**src/rtl/keyscan_window.sv**
```systemverilog
// rtl/keyscan_window.sv - N-bit scalar served MSB-first as W-bit digits, with leading-one search and two-level checkpoint
// Optional feature macro: KEYSCAN_WIN_PARITY_EN (even parity on tmp/backup checkpoints, sticky fault flag).
module keyscan_window #(
  parameter int N  = 233,
  parameter int W  = 1,
  parameter int CW = 8
) (
  input  logic          CLK,
  input  logic          RST,
  input  logic [N-1:0]  key_in,
  input  logic          load,
  input  logic          find_req,
  input  logic          step_req,
  input  logic [1:0]    op_code,
  output logic          busy,
  output logic [W-1:0]  digit,
  output logic          digit_valid,
  output logic          first_found,
  output logic          last,
  output logic [CW-1:0] key_cnt,
  output logic [1:0]    key_state,
  output logic          fault
);

  typedef enum logic [1:0] {
    S_IDLE     = 2'b00,
    S_CLASSIFY = 2'b01,
    S_FIND     = 2'b10
  } state_t;

  localparam logic [CW-1:0] N_CNT      = CW'(N);
  localparam logic [CW-1:0] W_CNT      = CW'(W);
  localparam logic [CW-1:0] ONE_CNT    = CW'(1);
  localparam logic [N-1:0]  KEY_ONE    = N'(1);
  localparam logic [1:0]    OP_NONE    = 2'b00;
  localparam logic [1:0]    OP_SAVE    = 2'b01;
  localparam logic [1:0]    OP_COMMIT  = 2'b10;

  state_t        state_q, state_d;
  logic [N-1:0]  key_q, key_d;
  logic [CW-1:0] cnt_q, cnt_d;
  logic [N-1:0]  tmp_key_q, tmp_key_d;
  logic [CW-1:0] tmp_cnt_q, tmp_cnt_d;
  logic [N-1:0]  bak_key_q, bak_key_d;
  logic [CW-1:0] bak_cnt_q, bak_cnt_d;
  logic [W-1:0]  digit_q, digit_d;
  logic          digit_valid_q, digit_valid_d;
  logic          first_found_q, first_found_d;
  logic          last_q, last_d;
  logic [1:0]    key_state_q, key_state_d;
  logic [CW-1:0] step_sum;
  logic [CW-1:0] cnt_inc;
  logic          restore_ok;

`ifdef KEYSCAN_WIN_PARITY_EN
  logic tmp_par_q, tmp_par_d;
  logic bak_par_q, bak_par_d;
  logic fault_q, fault_d;

  // A backup is trusted only when its stored parity matches a fresh recomputation.
  assign restore_ok = ((^{bak_key_q, bak_cnt_q}) == bak_par_q);

  // Parity bits follow the checkpoint they guard; a failed restore raises the sticky fault.
  always_comb begin
    tmp_par_d = tmp_par_q;
    bak_par_d = bak_par_q;
    fault_d   = fault_q;
    if (state_q == S_IDLE) begin
      if (load) begin
        bak_par_d = ^{key_in, {CW{1'b0}}};
        fault_d   = 1'b0;
      end else if (op_code == OP_SAVE) begin
        tmp_par_d = ^{key_q, cnt_q};
      end else if (op_code == OP_COMMIT) begin
        bak_par_d = tmp_par_q;
      end else if (op_code != OP_NONE && !restore_ok) begin
        fault_d   = 1'b1;
      end
    end
  end

  // Parity and fault registers.
  always_ff @(posedge CLK or posedge RST) begin
    if (RST) begin
      tmp_par_q <= 1'b0;
      bak_par_q <= 1'b0;
      fault_q   <= 1'b0;
    end else begin
      tmp_par_q <= tmp_par_d;
      bak_par_q <= bak_par_d;
      fault_q   <= fault_d;
    end
  end

  assign fault = fault_q;
`else
  assign restore_ok = 1'b1;
  assign fault      = 1'b0;
`endif

  assign step_sum = cnt_q + W_CNT;
  assign cnt_inc  = cnt_q + ONE_CNT;

  // Next-state and next-output logic: one accepted action per IDLE cycle, fixed priority.
  always_comb begin
    state_d       = state_q;
    key_d         = key_q;
    cnt_d         = cnt_q;
    tmp_key_d     = tmp_key_q;
    tmp_cnt_d     = tmp_cnt_q;
    bak_key_d     = bak_key_q;
    bak_cnt_d     = bak_cnt_q;
    digit_d       = digit_q;
    digit_valid_d = 1'b0;
    first_found_d = first_found_q;
    last_d        = last_q;
    key_state_d   = key_state_q;
    case (state_q)
      S_IDLE: begin
        if (load) begin
          key_d         = key_in;
          cnt_d         = '0;
          bak_key_d     = key_in;
          bak_cnt_d     = '0;
          first_found_d = 1'b0;
          digit_d       = '0;
          last_d        = 1'b0;
          state_d       = S_CLASSIFY;
        end else if (op_code != OP_NONE) begin
          if (op_code == OP_SAVE) begin
            tmp_key_d = key_q;
            tmp_cnt_d = cnt_q;
          end else if (op_code == OP_COMMIT) begin
            bak_key_d = tmp_key_q;
            bak_cnt_d = tmp_cnt_q;
          end else if (restore_ok) begin
            key_d  = bak_key_q;
            cnt_d  = bak_cnt_q;
            last_d = (bak_cnt_q == N_CNT);
          end
        end else if (find_req) begin
          state_d = S_FIND;
        end else if (step_req && !last_q) begin
          digit_d       = key_q[N-1 -: W];
          key_d         = key_q << W;
          cnt_d         = (step_sum >= N_CNT) ? N_CNT : step_sum;
          last_d        = (step_sum >= N_CNT);
          digit_valid_d = 1'b1;
        end
      end
      S_CLASSIFY: begin
        if (key_q == '0) begin
          key_state_d = 2'b01;
        end else if (key_q == KEY_ONE) begin
          key_state_d = 2'b11;
        end else begin
          key_state_d = 2'b00;
        end
        state_d = S_IDLE;
      end
      S_FIND: begin
        if (cnt_q >= N_CNT) begin
          // Nothing left to scan: report exhaustion without shifting.
          last_d        = 1'b1;
          first_found_d = 1'b0;
          state_d       = S_IDLE;
        end else begin
          key_d = key_q << 1;
          cnt_d = cnt_inc;
          if (key_q[N-1]) begin
            first_found_d = 1'b1;
            digit_d       = W'(1);
            digit_valid_d = 1'b1;
            last_d        = (cnt_inc == N_CNT);
            state_d       = S_IDLE;
          end else if (cnt_inc == N_CNT) begin
            last_d        = 1'b1;
            first_found_d = 1'b0;
            state_d       = S_IDLE;
          end
        end
      end
      default: begin
        state_d = S_IDLE;
      end
    endcase
  end

  // State, working key, checkpoints and registered outputs.
  always_ff @(posedge CLK or posedge RST) begin
    if (RST) begin
      state_q       <= S_IDLE;
      key_q         <= '0;
      cnt_q         <= '0;
      tmp_key_q     <= '0;
      tmp_cnt_q     <= '0;
      bak_key_q     <= '0;
      bak_cnt_q     <= '0;
      digit_q       <= '0;
      digit_valid_q <= 1'b0;
      first_found_q <= 1'b0;
      last_q        <= 1'b0;
      key_state_q   <= 2'b00;
    end else begin
      state_q       <= state_d;
      key_q         <= key_d;
      cnt_q         <= cnt_d;
      tmp_key_q     <= tmp_key_d;
      tmp_cnt_q     <= tmp_cnt_d;
      bak_key_q     <= bak_key_d;
      bak_cnt_q     <= bak_cnt_d;
      digit_q       <= digit_d;
      digit_valid_q <= digit_valid_d;
      first_found_q <= first_found_d;
      last_q        <= last_d;
      key_state_q   <= key_state_d;
    end
  end

  assign busy        = (state_q != S_IDLE);
  assign digit       = digit_q;
  assign digit_valid = digit_valid_q;
  assign first_found = first_found_q;
  assign last        = last_q;
  assign key_cnt     = cnt_q;
  assign key_state   = key_state_q;

endmodule

```
**config.mk**
```make
export PLATFORM = sky130hd
export DESIGN_NAME = keyscan_window
export DESIGN_NICKNAME = d
export VERILOG_FILES = /design/src/rtl/keyscan_window.sv
export SDC_FILE = /design/constraint.sdc
export NUM_CORES = 2
export LEC_CHECK = 0
export CORE_UTILIZATION = 41
export CTS_CLUSTER_DIAMETER = 40
export DETAILED_ROUTE_END_ITERATION = 10
export GPL_ROUTABILITY_DRIVEN = 0
export GPL_TIMING_DRIVEN = 0
export SLEW_MARGIN = 20
export SYNTH_ARGS = -nofsm -noshare
export SYNTH_HDL_FRONTEND = slang
export SYNTH_SLANG_ARGS = --single-unit
export TNS_END_PERCENT = 1
```
**constraint.sdc**
```tcl
create_clock -name CLK -period 39.2 [get_ports CLK]
set_clock_uncertainty 0.2 [all_clocks]
set_input_delay 11.76 -clock CLK [delete_from_list [all_inputs] [get_ports CLK]]
set_output_delay 11.76 -clock CLK [all_outputs]
set_load 0.005 [all_outputs]
```
Word-level counts from Yosys, hierarchy flattened. Cells that the tools add are included.

Add/sub/neg operators: 1. $lt $le $gt $ge: 2. Equal/unequal tests: 20. Mux-type cells: 63. Bitwise operators: 1. Reduce and logical (&&, ||, !) cells: 16.

Operators with widths (count): 2-to-1 mux 233 bit (11); one-hot mux 233 bit (2 select lines) (1); equality test 233 x 1 -> 1 bit (second input constant) (1); zero test 233 bit (1); 2-to-1 mux 8 bit (12); 2-to-1 mux 1 bit (25); inequality test 4 bit (second input constant) (5); AND reduction 6 bit (3); equality test 8 bit (second input constant) (2); greater-or-equal comparator 8 bit (second input constant) (2); 2-to-1 mux 2 bit (8); one-hot mux 8 bit (2 select lines) (1); inequality test 3 bit (second input constant) (4); nonzero test 2 bit (5); adder 8 x 1 -> 8 bit (second input constant) (1); inequality test 2 bit (second input constant) (4); one-hot mux 1 bit (2 select lines) (4); AND reduction 4 bit (2); AND reduction 3 bit (2); equality test 2 x 1 -> 1 bit (second input constant) (2); equality test 2 bit (second input constant) (2); one-hot mux 2 bit (2 select lines) (1); zero test 2 bit (1); logical AND 1 bit (1); other kinds (2) (2).

Register bits after elaboration: 731. Input bits: 240. Output and inout bits: 16. Word-level logic and storage cells: 115.

Longest topological paths before layout.
Word-level depth: 8. Depth in mapped cells: 10.

Worst setup path after synthesis. Ideal clock, no wire load.

Kind: in2reg. Start: in load. End: reg key_q[100]. Setup time: 125 ps. Arrival: 13236 ps. Required time: 38875 ps. Setup slack: 25639 ps. Stages: 7. Buffers on the path: 3. Cells stage by stage: buf_2 a2111o_1 a31oi_4 a211oi_4 buf_12 buf_12 mux2_4.

Word-level cells in the longest chain between the ends: 2. Elaborated cells on any way between the ends: 7. Classes of those cells: eq/ne: 4; mux: 2; reduce/logical: 1.

Ends and longest elaborated chain: start: declaration (RTL line 11) `input logic load,`; inequality test 4 bit (no line) / 2-to-1 mux 233 bit (equally long branches); AND reduction 6 bit (no line) / one-hot mux 233 bit (2 select lines) (equally long branches); end signal: assignment (RTL line 206) `key_q <= key_d;`; end: declaration (RTL line 40) `logic [N-1:0] key_q, key_d;`.

Several ways; a longest one is shown, not always the timed one. A chain may end at the register's enable or synchronous reset.

Worst setup path after layout.
Start: in op_code[1]. End: reg bak_key_q[44].

Word-level cells in the longest chain between the ends: 3. Elaborated cells on any way between the ends: 7. Classes of those cells: eq/ne: 3; reduce/logical: 4.

Ends and longest elaborated chain: start: declaration (RTL line 14) `input logic [1:0] op_code,`; equality test 2 x 1 -> 1 bit, or another cell as far along (RTL line 130) `if (op_code == OP_SAVE) begin`; inequality test 2 bit (no line) / nonzero test 2 bit (equally long branches); AND reduction 4 bit (no line) (*); end signal: assignment (RTL line 210) `bak_key_q <= bak_key_d;`; end: declaration (RTL line 44) `logic [N-1:0] bak_key_q, bak_key_d;`.

Mark *: on every way between the ends. The rest lies on a longest branch, timed or not.

==> flow_summary.toml <==
[synth]
synth_top_family_by_area = "multiplexers"
synth-compound-area-share = 0.130
syn_avg_cell_area_um2 = 11.5
synth-xor-area-share = 0.000493
synth_edf_count = 0
ys_seq_area_frac = 0.514
syn-instance-count = 3087
synth-simple-area-share = 0.0756
synthAdderAreaFrac = 0.00106
synth_warnings = 0
synth.top_cell.area_share = 0.514
synthArstFlopShare = 1.00
synthTopCellsByArea = "dfrtp_1 51%, mux2_4 8.9%, mux2_2 8.0%"
synthFlopType = "dfrtp_1"
synth_nets = 3330
synth_area_leader_cell = "dfrtp_1"
ys_types = 68
syn_area_um2 = 35600
ys_ff_latch = 731
synthMuxAreaShare = 0.237

[clock_tree]
clk_pin_slew_ps = 50
cts_setup_buffers = 0
clock_sinks = 731
cts_made_buffers = 120
cts_buffer_depth = 3
clkLatencyLatePin_ps = 680
cts_tree = "built"
cts_root_buf = "clkbuf_16"
postCtsHoldBufs = 0
cts_max_level = 3
postCtsResizedCells = 0

[floorplanning]
die_h_um = 296
coreArea_um2 = 85500
io_pins = 256
die_w_um = 296
rows = 107
die-area_um2 = 87900
start_util = 0.416

[final_layout]
regArea_um2 = 18300
fillerInstances = 7580
syn2layout_area_growth_pct = 23.5
nets = 3713
final_cell_count_no_fill = 4720
utilization = 0.513
drive_above_1_share = 0.227
multi_input_area_um2 = 15800
design_area_um2 = 43900

[sta]
worst_hold_slack_ps = 275
final.setup.tns_ps = 0
worst_slew_pin_slew_ps = 1220
fin_crit_sh = 0.377
drv_slew = 0
maxSlewHeadroom = 0.177
fmaxAchievable_mhz = 67.7
rsz0062_at_grt = "false"
setup_ws_ps = 24430
finalHoldViolations = 0
fin_crit_ps = 14770
finalSetupViolations = 0

[global_route]
grt-ovfl-total = 0
grtUsageTotal = 0.243
grt_max_degree = 100
grt_first_pass_wirelength_um = 163000
first_global_vias = 26300
antenna_found_initial = 13

[pwr]
p_clk_frac = 0.384
swShare = 0.291
pwr_density_cell_nw_per_um2 = 63.6
p_leak_nw = 19.5
ir_drop_mv = 0.0416
pwr-share-seq = 0.424
power_switching_mw = 0.812
power.total_mw = 2.79
intPower_mw = 1.98
p_comb_frac = 0.192

[critical_path]
path_cells = "clkdlybuf4s50_1, nor2b_1, o21ai_2, buf_2, buf_2, buf_2, buf_2, nand2_1, o21ai_0"
worst-setup-path-type = "in -> reg"
cp-end-kind = "flip-flop"
worst_ep_arrival_time_ps = 15140
critPathLaunchType = "input port"
crit_path_frequent_cell = "buf_2"
cp_max_fo = 10
cp.required_ps = 39560
cp_slowest_stage_delay_ps = 590
slowest_stage = "o21ai_2"

[routing]
drt-vias-per-instance = 5.51
drcViolationCount = 0
routed_wl_um = 106000
antenna_left = 0
route.vias.total = 26000
drt_iter0_markers = 1664
wl_per_cell_um = 22.4
firstDrtPassIters = 5

[job]
drv_cap = 0

[run_status]
status = "finished, final reports clean"

[place]
postPlaceCellArea_um2 = 39800
numPortBuffers = 253
post-place-cells = 4492
post-place-ws_ps = 23680
dp_hpwl_um = 74100

[hold_path]
hp-class = "reg -> reg"
-- flip-flops by register name, summed over array words and instances (netlist names), 2 cells and up --
register and cells:
bak_cnt_q 8, key_state 2, tmp_key_q 233, key_cnt 8, bak_key_q 233, state_q 2
key_q 233, tmp_cnt_q 8
-- worst max-delay path: cells and delay by family --
family | cells | cell delay, ps
AO/OA/AOI/OAI | 2 | 690
buffers and inverters | 5 | 2340
AND/OR/NAND/NOR | 2 | 330
-- worst paths after layout --
check | start | slack [ps] | depth (start not counted) | endpoint
setup / recovery | op_code[1] | 24430 | 9 | bak_key_q[44]$_DFFE_PP0P_
hold / removal | bak_key_q[163]$_DFFE_PP0P_ | 270 | 2 | bak_key_q[163]$_DFFE_PP0P_
hold reg to reg | bak_key_q[163]$_DFFE_PP0P_ | 270 | 2 | bak_key_q[163]$_DFFE_PP0P_
min in group asynchronous | RST | 11320 | 2 | key_q[219]$_DFFE_PP0P_
setup reg to reg | state_q[0]$_DFFE_PP0P_ | 35960 | 9 | bak_key_q[44]$_DFFE_PP0P_
max in group asynchronous | RST | 25750 | 5 | bak_key_q[149]$_DFFE_PP0P_
-- area by class of cell --
class                   instances  area share
clock inverters                85      0.0214
inverters                       8    0.000855
clock buffers                 141      0.0734
flip-flops and latches        731       0.416
diodes                          2    0.000114
repair buffers                261      0.0627
multi-input cells            2100       0.359
well taps                    1144      0.0326
plain buffers                 248      0.0334
-- cells by family after synthesis --
group                      after synthesis
AOI/OAI and AO/OA                      767
DFF                                    731
muxes                                  703
and+or+nand+nor                        624
buffers and inverters                  256
adders and majority gates                3
xor gates and xnor gates                 2
other                                    1
-- cells in the final DEF, fill, tap and decap left out, types with 4 or more instances in the layout --
master | netlist | final
clkinvlp_4 | 0 | 15
mux2_2 | 253 | 253
clkinv_2 | 0 | 30
and3_1 | 4 | 4
clkinv_4 | 0 | 10
o22ai_1 | 4 | 4
a22oi_1 | 233 | 233
buf_16 | 0 | 8
o21ai_0 | 446 | 446
clkbuf_16 | 0 | 121
buf_1 | 11 | 11
dfrtp_1 | 731 | 731
buf_12 | 23 | 23
inv_6 | 0 | 10
inv_8 | 0 | 4
mux2_1 | 6 | 6
nand4_1 | 14 | 14
clkbuf_1 | 133 | 140
mux2i_1 | 234 | 234
o21ai_1 | 36 | 35
clkdlybuf4s50_1 | 0 | 253
a22o_1 | 10 | 10
buf_2 | 70 | 70
mux2_4 | 210 | 210
nand2_1 | 483 | 483
bufinv_16 | 0 | 13
nor2_1 | 17 | 17
buf_4 | 4 | 4
inv_1 | 7 | 6
clkbuf_8 | 0 | 12
nand3_1 | 10 | 10
a21oi_1 | 5 | 5
nor3_1 | 4 | 4
nor2b_1 | 4 | 4
buf_6 | 6 | 6
a31oi_1 | 7 | 7
nor4_1 | 64 | 64
-- metal layers --
metal	vias up	share of wire	global-route usage
met2	601	0.47	0.386
met1	13200	0.46	0.341
li1	12000	-	-
met5	-	0.0012	0
met3	151	0.052	0.0433
met4	20	0.022	0.0629
-- power by group through the flow --
stage	Sequential, mW	Combinational [mW]	Clock [mW]
floorplan	1.13	0.410	0
global placement	1.19	0.522	0
detailed placement	1.19	0.539	0
CTS	1.18	0.540	1.09
global route	1.21	0.591	1.12
finish	1.18	0.536	1.07
-- cell usage after synthesis, drive strengths merged (14+ instances only) --
cell,n
nand4,14
nand2,483
nor2,19
mux2,469
clkbuf,133
nor4,64
a22oi,233
buf,115
dfrtp,731
o21ai,482
mux2i,234
No activity file was read; power rests on OpenSTA's default activity.
